--- src/rtl/inst_queue_pkg.sv ---
// Shared constants and helper types for the instruction queue between decode
// and the scoreboard.
package inst_queue_pkg;

  // Payload width of one decoded instruction word on id_to_sb_bus.
  localparam int ID_TO_SB_WD = 137;
  // Default queue depth for the system build.
  localparam int IQ_DEPTH    = 8;
  // Location of the program counter inside the decoded word.
  localparam int PC_LSB      = 0;
  localparam int PC_W        = 32;

  // Per-cycle queue operations after all qualification has been applied.
  typedef struct packed {
    logic flush;
    logic push;
    logic pop;
  } iq_op_t;

  // Extracts the program counter field from a decoded word.
  function automatic logic [PC_W-1:0] bus_pc(input logic [ID_TO_SB_WD-1:0] bus);
    return bus[PC_LSB +: PC_W];
  endfunction

endpackage

--- src/rtl/inst_queue_fifo_ram.sv ---
// Storage array for the instruction queue: one synchronous write port and
// one asynchronous read port. Contents are not reset; the control logic
// never presents an entry that was not written since the last flush.
module fifo_ram #(
  parameter int DEPTH = 8,
  parameter int WIDTH = 137,
  parameter int PTR_W = $clog2(DEPTH)
) (
  input  logic             clk,
  input  logic             we,
  input  logic [PTR_W-1:0] waddr,
  input  logic [WIDTH-1:0] wdata,
  input  logic [PTR_W-1:0] raddr,
  output logic [WIDTH-1:0] rdata
);

  logic [WIDTH-1:0] mem [DEPTH];

  // Write the pushed word into the slot at the write pointer.
  always_ff @(posedge clk) begin
    if (we) begin
      mem[waddr] <= wdata;
    end
  end

  // Head entry is read combinationally so it is visible in the cycle after the write.
  assign rdata = mem[raddr];

endmodule

--- src/rtl/inst_queue.sv ---
// Decoupling FIFO between decode and the scoreboard. Holds decoded words in
// program order, raises the decoder stall one entry early so the word already
// in flight still fits, and discards everything on a branch redirect.
module inst_queue
  import inst_queue_pkg::*;
#(
  parameter int DEPTH = IQ_DEPTH,
  parameter int WIDTH = ID_TO_SB_WD,
  parameter int PTR_W = $clog2(DEPTH)
) (
  input  logic             clk,
  input  logic             resetn,
  input  logic             br_e,
  input  logic             inst_valid,
  input  logic [WIDTH-1:0] id_to_sb_bus,
  output logic             stall,
  output logic             sb_valid,
  output logic [WIDTH-1:0] sb_bus,
  input  logic             sb_ready,
  output logic [PTR_W:0]   count
);

  logic [PTR_W-1:0] rd_ptr;
  logic [PTR_W-1:0] wr_ptr;
  logic             stall_q;
  logic [WIDTH-1:0] head;
  iq_op_t           op;

  // Stall depends only on the registered occupancy, never on this cycle's inputs.
  assign stall    = (count >= (PTR_W+1)'(DEPTH-1));
  assign sb_valid = (count != '0);
  assign sb_bus   = sb_valid ? head : '0;

  // Qualify push and pop; stall_q suppresses words the decoder is merely holding.
  always_comb begin
    op       = '0;
    op.flush = br_e;
    op.push  = inst_valid & ~stall_q & ~br_e;
    op.pop   = sb_valid & sb_ready & ~br_e;
  end

  // Pointer, occupancy and stall history update; redirect wins over everything.
  always_ff @(posedge clk or negedge resetn) begin
    if (!resetn) begin
      rd_ptr  <= '0;
      wr_ptr  <= '0;
      count   <= '0;
      stall_q <= 1'b0;
    end else if (op.flush) begin
      rd_ptr  <= '0;
      wr_ptr  <= '0;
      count   <= '0;
      stall_q <= 1'b0;
    end else begin
      stall_q <= stall;
      if (op.push) begin
        wr_ptr <= wr_ptr + PTR_W'(1);
      end
      if (op.pop) begin
        rd_ptr <= rd_ptr + PTR_W'(1);
      end
      case ({op.push, op.pop})
        2'b10:   count <= count + (PTR_W+1)'(1);
        2'b01:   count <= count - (PTR_W+1)'(1);
        default: count <= count;
      endcase
    end
  end

  fifo_ram #(
    .DEPTH (DEPTH),
    .WIDTH (WIDTH),
    .PTR_W (PTR_W)
  ) u_ram (
    .clk   (clk),
    .we    (op.push),
    .waddr (wr_ptr),
    .wdata (id_to_sb_bus),
    .raddr (rd_ptr),
    .rdata (head)
  );

  // The early stall guarantees a push never lands on a full queue.
  assert property (@(posedge clk) disable iff (!resetn)
                   !(op.push && (count == (PTR_W+1)'(DEPTH))));

endmodule

--- config.mk ---
export PLATFORM = sky130hd
export DESIGN_NAME = inst_queue
export DESIGN_NICKNAME = d
export VERILOG_FILES = /design/src/rtl/inst_queue_pkg.sv /design/src/rtl/inst_queue_fifo_ram.sv /design/src/rtl/inst_queue.sv
export SDC_FILE = /design/constraint.sdc
export NUM_CORES = 1
export LEC_CHECK = 0
export BUFFER_PORTS_ARGS = -buffer_cell sky130_fd_sc_hd__clkbuf_2
export CAP_MARGIN = 10
export CELL_PAD_IN_SITES_DETAIL_PLACEMENT = 1
export CELL_PAD_IN_SITES_GLOBAL_PLACEMENT = 1
export CORE_AREA = 10 10 310 312
export CTS_CLUSTER_SIZE = 40
export DETAILED_ROUTE_END_ITERATION = 8
export DIE_AREA = 0 0 320 322
export PLACE_DENSITY_LB_ADDON = 0.1
export SLEW_MARGIN = 25
export SYNTH_ARGS = -nofsm -noshare
export SYNTH_HDL_FRONTEND = slang
export SYNTH_HIERARCHICAL = 1
export SYNTH_SLANG_ARGS = --single-unit
--- constraint.sdc ---
create_clock -name clk -period 11.6 [get_ports clk]
set_clock_uncertainty 0.15 [all_clocks]
set_input_delay 0.58 -clock clk [delete_from_list [all_inputs] [get_ports clk]]
set_output_delay 0.58 -clock clk [all_outputs]
set_load 0.05 [all_outputs]
### Word level (Yosys, flattened, before mapping)

Memory sizes are Yosys's and may differ from the RTL's.
Cells that the tools add are included.

| cells by class | value |
|---|---|
| add/sub/neg operators | 4 |
| magnitude comparators | 1 |
| equal/unequal tests | 2 |
| mux-type cells | 10 |
| bitwise logic cells | 6 |
| reductions and logical operators | 4 |

Operators with widths:

| cell | number |
|---|---|
| two-way mux 137 bit | 1 |
| two-way mux 3 bit | 4 |
| one-hot mux 4 bit (2 select lines) | 1 |
| adder 3 x 1 -> 3 bit, second input constant | 2 |
| adder 4 x 1 -> 4 bit, second input constant | 1 |
| bitwise AND 1 bit | 4 |
| greater-or-equal comparator 4 x 3 -> 1 bit, second input constant | 1 |
| two-way mux 4 bit | 1 |
| nonzero test 2 bit | 2 |
| nonzero test 4 bit | 1 |
| subtractor 4 x 1 -> 4 bit, second input constant | 1 |
| two-way mux 1 bit | 3 |
| nonzero test 3 bit | 1 |
| equality test 2 x 1 -> 1 bit, second input constant | 1 |
| equality test 2 bit, second input constant | 1 |
| inverter 1 bit | 2 |

| storage, ports and cells | value |
|---|---|
| register bits after elaboration | 11 |
| memory bits (writable) | 1096 |
| input bits | 142 |
| output and inout bits | 143 |
| logic and storage cells | 32 |
| memories | 1 |

Memories:

| memory | words | width | read ports | clocked after Yosys merged registers in | write ports | line | text |
|---|---|---|---|---|---|---|---|
| u_ram.mem | 8 | 137 | 1 | 0 | 1 | inst_queue_fifo_ram.sv:17 | `logic [WIDTH-1:0] mem [DEPTH];` |

### Depth between registers and ports, before layout

Gate-level depths: netlist of the first run.

| depth | value |
|---|---|
| depth after elaboration | 6 |
| depth in mapped cells | 11 |
| depth with buffers taken out | 9 |

### Cells and area by module

Netlist of the first run, hierarchy kept.

Modules (own cells, without submodules):

| module | times used | cells an instance | area each (um^2) | seq. area each (um^2) |
|---|---|---|---|---|
| fifo_ram | 1 | 1596 | 41192.0 | 32911.6 |
| inst_queue | 1 | 223 | 1697.9 | 275.3 |

### Worst setup path before layout of the first run

Ideal clock, no wire load.

| timing | value |
|---|---|
| path type | input to register |
| start | input br_e |
| end | memory u_ram.mem[0][0] (enable) |
| setup time | 0.801 ns |
| data arrival time | 10.273 ns |
| required time | 10.649 ns |
| slack | 0.376 ns |
| stages | 4 |
| path buffers | 1 |
| cells stage by stage | clkbuf_1 -> nor2_1 -> nand2b_1 -> nor3_1 |

RTL lines:

| element | line | text |
|---|---|---|
| start, declared | inst_queue.sv:13 | `input logic br_e,` |
| end, declared | inst_queue_fifo_ram.sv:17 |  |

### Worst setup path in the final report of the first run

| timing | value |
|---|---|
| start | register rd_ptr[2] |
| end | output sb_bus[40] |

| on the way | value |
|---|---|
| cells in the longest elaborated chain, start to end | 2 |

RTL lines:

| element | line | text |
|---|---|---|
| start, declared | inst_queue.sv:23 | `logic [PTR_W-1:0] rd_ptr;` |
| start signal, assigned | inst_queue.sv:60 | `rd_ptr <= rd_ptr + PTR_W'(1);` |
| memory read (8 x 137 bit) | -- |  |
| net head[40] | inst_queue.sv:26 | `logic [WIDTH-1:0] head;` |
| two-way mux 137 bit | inst_queue.sv:32 | `assign sb_bus = sb_valid ? head : '0;` |
| end, declared | inst_queue.sv:18 | `output logic [WIDTH-1:0] sb_bus,` |

The timed path passes the listed nets, and every way through them passes these cells.

==> run metrics, run 1 <==
outcome completed; post-synthesis register bit count 1107; # DRC 0; WL/cell 27.2 um; critical path capture point type output pin; vias per cell 5.57; H-Tree Depth 3; Pre-antenna DRT Iters 4; post-detail-place hpwl 51600 um; io pins roughly 290; mux share of post-synthesis cell area 18.0%; wire length on met2 ~50000 um; cts bufs inserted about 110; RSZ-0062 raised after global routing no; initial core utilization a little under half; critical path class reg2out; MaxCap Viol Count 0; area of the multi-input gates 9070 sq um; Synth area leaders edfxtp_1 (77%), mux4_2 (14%), mux2_2 (3.6%), and2_1 (2.0%), buf_6 (1.1%); total gr overflow 0; All-Layer GR Usage 18.7%; Die ar. 103000 sq um; Compound-Gate Fraction of Synth Area 0.254%; CP required 10870 ps; layout cells sized above 1 38.3%; 1st-iter DRT viols 1313; worst flop-to-flop path endpoint u_ram/mem[7][26]; clock buffer depth 3; Port Buffer Count 284; FF-to-FF setup slack between 7000 and 8000 ps; Levels on crit path 6; area leader, netlist edfxtp_1; Sink Count ~1100; ANT nets after route 0; Final #Nets roughly 2400; Max FO, Critical Path 65; path type of the worst min-delay path in2reg; wire length on met1 40900 um; Die Wd 320 um; crit-path max cell delay 1010 ps; met3 WL approximately 4700 um; final core utilization 56.0%; slowest CP cell dfrtp_4; CORE AREA between 80000 and 90000 sq um; global-route wire length before repair about 140000 um; # fillers 7620; Detailed Route WL 96300 um; Root Buffer Master clkbuf_16; site row count between 100 and 150; vias between 15000 and 20000; synthesized area per cell 23.6 sq um; CTS tree yes; worst setup path endpoint sb_bus[40]; Skew-Pair Late Insertion Delay 680 ps; Sum Neg Setup Slack 0 ps; Post-Syn Nets 1965; Worst Path Arrival 4630 ps; Synth Warn # 6; Final Hold Vio Count 0; initial antenna violation count 10; CP Launch Point rd_ptr[2]; relative slew slack between 20% and 30%; clock slew seen by the registers of the worst setup and hold paths about 60 ps; min Tclk post-route 5360 ps; commonest non-fill, non-tap cell in the layout edfxtp_1; global placer's final weighted congestion 0.712; maximum achievable frequency 187 MHz; post-synthesis sequential area ratio 77.4%; fin crit share approximately 46%; synthesized instance count about 1800; area delta synth->final 17.0%; register area approximately 33000 sq um; fin. max-slew vios 0; pwr dens around 200 nW/um^2; largest net degree at the start of global routing 128; critical path cell sequence buf_4 -> buf_4 -> mux4_2 -> mux2_2 -> and2_1 -> clkbuf_2; measured slew at the worst slew-check pin 1060 ps; final setup fails 0; maximum vdd ir drop 0.146 mV; vias in the first global route 22100; most frequent cells in the layout edfxtp_1 (1096), clkbuf_2 (284), mux4_2 (274); Synth cell types 31; LEAKAGE between 0.015 and 0.02 uW; worst reg2reg startpoint stall_q; xor/xnor share of the synthesized area less than 1%; CP top delay family buffers and inverters; uppermost layer routed met5; Critical Path Source Type flop; Synth Area in Simple Gates 2.51%; Post-Syn Area 42900 sq um; Crit path buffers/inverters 3; largest family of logic cells by synthesized area multiplexers; CP most frequent cell buf_4; area share of fa/ha/maj cells after synthesis less than 1%; Worst Hold Path Cells 1; share of the synthesized area in the top cell type 76.7%; die height 322 um; R2R cell count 6
## metal layers
metal  vias to the layer above  GRT usage, %
met5                         -             0
met4                        14          4.27
met3                       130          4.23
met2                       437          31.8
met1                     10700          24.3
li1                       8529             -
## worst min path at each step
stage / slack, ps / endpoint / startpoint
floorplan: 130 / count[0] / resetn
global placement: 330 / count[0] / resetn
detailed placement: 340 / count[0] / resetn
CTS: 0.1 / u_ram/mem[3][44] / id_to_sb_bus[44]
global route: 10 / u_ram/mem[2][40] / id_to_sb_bus[40]
finish: 40 / u_ram/mem[0][87] / id_to_sb_bus[87]
## flip-flops by register name (all words and copies together), names as in the netlist
| register | count |
|---|---|
| u_ram/mem | 1096 |
| count | 4 |
| rd_ptr | 3 |
| wr_ptr | 3 |
| stall_q | 1 |
## cell families after synthesis
logic type | count (synthesis)
AOI/OAI and AO/OA | 13
xor gates and xnor gates | 6
adders and majority gates | 5
buffers and inverters | 96
DFF | 1107
muxes | 411
and+or+nand+nor | 181
## Yosys cell counts
cell and n:
o32ai_1 1, nor2b_1 3, dfrtp_1 11, mux4_2 274, buf_1 12, clkbuf_1 36, or4_4 1, a21oi_1 6
nor3b_2 1, mux2_2 137, xor2_1 4, o21a_1 1, nor2_1 14, nor3_1 3, a2111oi_2 1, xnor2_1 2
a31oi_1 1, maj3_2 1, nand2b_1 5, edfxtp_1 1096, o41ai_4 1, nor3_2 1, buf_2 5, buf_6 43
nand3_1 4, ha_1 4, nand2_1 11, and2_1 137, o21ai_0 1, nand3b_1 1, a31o_2 1
## worst reg2reg max path: cells and delay by family (launching register included)
kind | cells | cell delay, ps
and+or+nand+nor | 4 | 1290
buffers and inverters | 2 | 1660
DFF | 1 | 370
## power breakdown
group | switching [uW] | total [uW] | internal (uW) | leakage [uW]
registers | 57.6 | 4530 | 4480 | 0.0100
clock network | 1470 | 3470 | 2000 | 0.00176
logic | 1360 | 2080 | 728 | 0.00435
total | 2890 | 10100 | 7210 | 0.0162
## area by class of cell
cell class	instances	share of cell area (%)
well taps	1176	2.93
diodes	3	0.0150
clock inverters	69	1.06
flip-flops and latches	1107	66.1
multi-input cells	616	18.1
clock buffers	145	6.06
repair buffers	432	5.72
## repair_timing
action,in CTS,in global routing
gates resized for setup,0,0
hold buffers,113,0
hold endpoints to repair,846,0
setup buffers,0,0
endpoints found under the setup margin,0,0
## through the flow
stage / area, sq um / total power (uW) / hold slack [ps] / instances / setup slack (ps)
final: 50200 / 10100 / 45.0 / 3548 / 6240
after global routing: 50200 / 10500 / 11.4 / 3547 / 5920
after CTS: 50200 / 10200 / 0.144 / 3544 / 5860
after detailed placement: 45500 / 6720 / 340 / 3217 / 6620
after global placement: 45500 / 6700 / 330 / 3217 / 6650
after floorplan: 42900 / 6260 / 134 / 1819 / 376
Note: power is estimated with default switching activity, not from simulation.
==> run 2: changes to the inputs <==
--- a/config.mk
+++ b/config.mk
@@ -5,14 +5,15 @@
 export SDC_FILE = /design/constraint.sdc
 export NUM_CORES = 1
 export LEC_CHECK = 0
+export ABC_AREA = 1
 export BUFFER_PORTS_ARGS = -buffer_cell sky130_fd_sc_hd__clkbuf_2
 export CAP_MARGIN = 10
 export CELL_PAD_IN_SITES_DETAIL_PLACEMENT = 1
 export CELL_PAD_IN_SITES_GLOBAL_PLACEMENT = 1
-export CORE_AREA = 10 10 310 312
+export CORE_AREA = 10 10 333 335
 export CTS_CLUSTER_SIZE = 40
 export DETAILED_ROUTE_END_ITERATION = 8
-export DIE_AREA = 0 0 320 322
+export DIE_AREA = 0 0 343 345
 export PLACE_DENSITY_LB_ADDON = 0.1
 export SLEW_MARGIN = 25
 export SYNTH_ARGS = -nofsm -noshare
==> constraint.sdc (replaced) <==
create_clock -name clk -period 5.6 [get_ports clk]
set_clock_uncertainty 0.15 [all_clocks]
set_input_delay 0.28 -clock clk [delete_from_list [all_inputs] [get_ports clk]]
set_output_delay 0.28 -clock clk [all_outputs]
set_load 0.05 [all_outputs]
==> run metrics, run 2 <==
post-synthesis register bit count 1107 (unchanged); site row count 119 (was 110); clock buffer depth 3 (unchanged); 1st-iter DRT viols 2041 (was 1313); final setup fails 0 (unchanged); final instance area 57200 sq um (was 50200 sq um); # resized after CTS 0 (unchanged); MaxCap Viol Count 0 (unchanged); Most used DFF post-synth edfxtp_1 (unchanged); area of the multi-input gates 10400 sq um (was 9070 sq um); critical path class reg2out (unchanged); Worst Hold Path Cells 2 (was 1); Die Wd 343 um (was 320 um); critical path cell sequence clkinv_16 -> buf_4 -> nand2_1 -> nand3_1 -> nand2_1 -> nand2_1 -> nand2_1 -> inv_1 -> nor2_1 -> clkbuf_2 (was buf_4 -> buf_4 -> mux4_2 -> mux2_2 -> and2_1 -> clkbuf_2); Synth area leaders edfxtp_1 (66%), nand2_1 (14%), inv_1 (9.4%), nand3_1 (5.6%), buf_2 (1.3%) (was edfxtp_1 (77%), mux4_2 (14%), mux2_2 (3.6%), and2_1 (2.0%), buf_6 (1.1%)); post-detail-place hpwl 70600 um (was 51600 um); largest net degree at the start of global routing 271 (was 128); vias per cell 4.99 (was 5.57); Worst Path Arrival 4000 ps (was 4630 ps); post-synthesis sequential area ratio 66.9% (was 77.4%); Final Hold Vio Count 0 (unchanged); Port Buffer Count 284 (unchanged); biggest regs u_ram/mem: 1096 flops, count: 4 flops (unchanged); Critical Path Source Type flop (unchanged); All-Layer GR Usage 22.8% (was 18.7%); Pwr Total 26600 uW (was 10100 uW); WL/cell 19.5 um (was 27.2 um); LEAKAGE 0.0268 uW (was 0.0162 uW); H-Tree Depth 3 (unchanged); share of the synthesized area in the top cell type 66.3% (was 76.7%); CTS tree yes (unchanged); clock slew seen by the registers of the worst setup and hold paths 60 ps (about the same); Die ar. 118000 sq um (was 103000 sq um); area leader, netlist edfxtp_1 (unchanged); critical path capture point type output pin (unchanged); Synth Warn # 6 (unchanged); worst flop-to-flop path endpoint u_ram/mem[2][80] (was u_ram/mem[7][26]); vias 34800 (was 19800); cts bufs inserted 118 (was 114); relative slew slack 32.3% (was 29.2%); slowest CP cell dfrtp_4 (unchanged); Worst Slack Setup Final 1170 ps (was 6240 ps); Max FO, Critical Path 270 (was 65); initial antenna violation count 11 (was 10); maximum achievable frequency 225 MHz; path type of the worst min-delay path in2reg (unchanged); Sink Count 1107 (unchanged); commonest cells in the netlist nand2_1 (1803), inv_1 (1249), edfxtp_1 (1096), nand3_1 (554), nor2_1 (150) (was edfxtp_1 (1096), mux4_2 (274), and2_1 (137), mux2_2 (137), buf_6 (43)); R2R cell count 6 (unchanged); maximum vdd ir drop 0.518 mV (was 0.146 mV); global-route wire length before repair 211000 um (was 144000 um); total gr overflow 0 (unchanged); FF-to-FF setup slack 2640 ps (was 7730 ps); ANT nets after route 0 (unchanged); min Tclk post-route 4430 ps; Pre-antenna DRT Iters 7 (was 4); register area 33200 sq um (unchanged); fin. max-slew vios 0 (unchanged); io pins 285 (unchanged); synthesized instance count 5123 (was 1819); layout cells sized above 1 9.10% (was 38.3%); Synth cell types 29 (was 31); global placer's final weighted congestion 0.730 (was 0.712); asr flop ratio synth 0.994% (unchanged); cell with the most instances after synthesis nand2_1 (was edfxtp_1); Largest Register u_ram/mem (unchanged); measured slew at the worst slew-check pin 1020 ps (was 1060 ps); Sum Neg Setup Slack 0 ps (unchanged); initial core utilization 47.5% (was 47.9%); Root Buffer Master clkbuf_16 (unchanged); CORE AREA 104000 sq um (was 89600 sq um); CP Launch Point rd_ptr[0] (was rd_ptr[2]); CP most frequent cell nand2_1 (was buf_4); Post-DP Area 52000 sq um (was 45500 sq um); Post-synth EDFFs 1096 (unchanged); max reg flops 1096 (unchanged); crit-path max cell delay 780 ps (was 1010 ps); pre-CTS WS 1870 ps (was 6620 ps); fin crit share approximately four fifths; # fillers 11600 (was 7620); CP required 5170 ps (was 10870 ps); vias in the first global route 37300 (was 22100); worst reg2reg startpoint stall_q (unchanged); outcome completed (unchanged); RSZ-0062 raised after global routing no (unchanged); commonest non-fill, non-tap cell in the layout nand2_1 (was edfxtp_1); die height 345 um (was 322 um); # DRC 0 (unchanged); Hold EP u_ram/mem[2][19] (was u_ram/mem[0][87]); synthesized area per cell 9.69 sq um (was 23.6 sq um); Hold Crit Start id_to_sb_bus[19] (was id_to_sb_bus[87]); pwr dens 466 nW/um^2 (was 201 nW/um^2); area delta synth->final 15.3% (was 17.0%); Final #Nets 5631 (was 2417); Detailed Route WL 136000 um (was 96300 um); most frequent cells in the layout nand2_1 (1803), inv_1 (1248), edfxtp_1 (1096) (was edfxtp_1 (1096), clkbuf_2 (284), mux4_2 (274)); Post-Syn Nets 5269 (was 1965); Post-Syn Area 49600 sq um (was 42900 sq um); Skew-Pair Late Insertion Delay 690 ps (was 680 ps)
==> run 2: cell types whose count changed in the layout (fill, tap and decap cells not counted), moves of 6 or more <==
cell and change:
nand2_1 +1792, inv_1 +1248, nand3_1 +550, mux4_2 -274
and2_1 -137, mux2_2 -137, nor2_1 +134, dlygate4sd3_1 +29
buf_12 +11, clkinv_2 -8, clkbuf_16 +6
==> run 2: layout make-up <==
cell class	count	share of cell area (%)
antenna	7	0.0306
inverter	1255	8.31
clock inverter	61	0.943
sequential	1107	58.0
timing repair buffer	469	5.94
clock buffer	154	5.56
tap	1391	3.04
multi-input combinational	2534	18.2
==> run 2: worst max path at each step <==
stage / end / cells past startpoint
detailed placement: sb_bus[107] / 10
global placement: sb_bus[107] / 10
global route: sb_bus[107] / 10
floorplan: u_ram/mem[1][0] / 5
CTS: sb_bus[107] / 10
finish: sb_bus[44] / 10
==> run 2: timing repair <==
| item | CTS | global route |
|---|---|---|
| hold endpoints to repair | 1118 | 0 |
| buffers inserted | 0 | 0 |
| hold buffers | 142 | 0 |
==> run 2: per-stage QoR <==
| stage | std cells | hold WS (ps) | util [%] |
|---|---|---|---|
| floorplan | 5123 | -166 | - |
| global placement | 6612 | 43.2 | 49.8 |
| detailed placement | 6612 | 39.4 | 49.8 |
| CTS | 6969 | 191 | 54.7 |
| global route | 6976 | 245 | 54.8 |
| finish | 6978 | 244 | 54.8 |
==> run 2: cells by family (layout without fill, tap and decap cells) <==
group,after synthesis,in the layout,share of synthesized area [%]
AOI/OAI and AO/OA,11,11,0.149
adders and majority gates,4,4,0.101
buffers and inverters,1482,1939,12.3
xor gates and xnor gates,3,3,0.0530
and+or+nand+nor,2516,2516,20.5
other,0,7,0
DFF,1107,1107,66.9
==> run 2: power breakdown <==
part           internal [uW]  total (uW)  switching, uW  leakage, uW
logic                   2090        9530           7430       0.0149
registers               9360        9520            152       0.0100
clock network           4420        7610           3190      0.00182
total                  15900       26600          10800       0.0268
==> run 2: metal layers <==
metal	up-vias	part of all wire, %	global-route usage (%)
met3	186	4.6	3.52
met4	10	1.9	5.58
met2	665	50	39.9
li1	16500	-	-
met1	17500	43	29.3
met5	-	0.040	0
==> run 2: worst max-delay path: cells and delay by family (launching register included) <==
kind / cells / cell delay [ps]
and+or+nand+nor: 6 / 750
DFF: 1 / 780
buffers and inverters: 4 / 1670
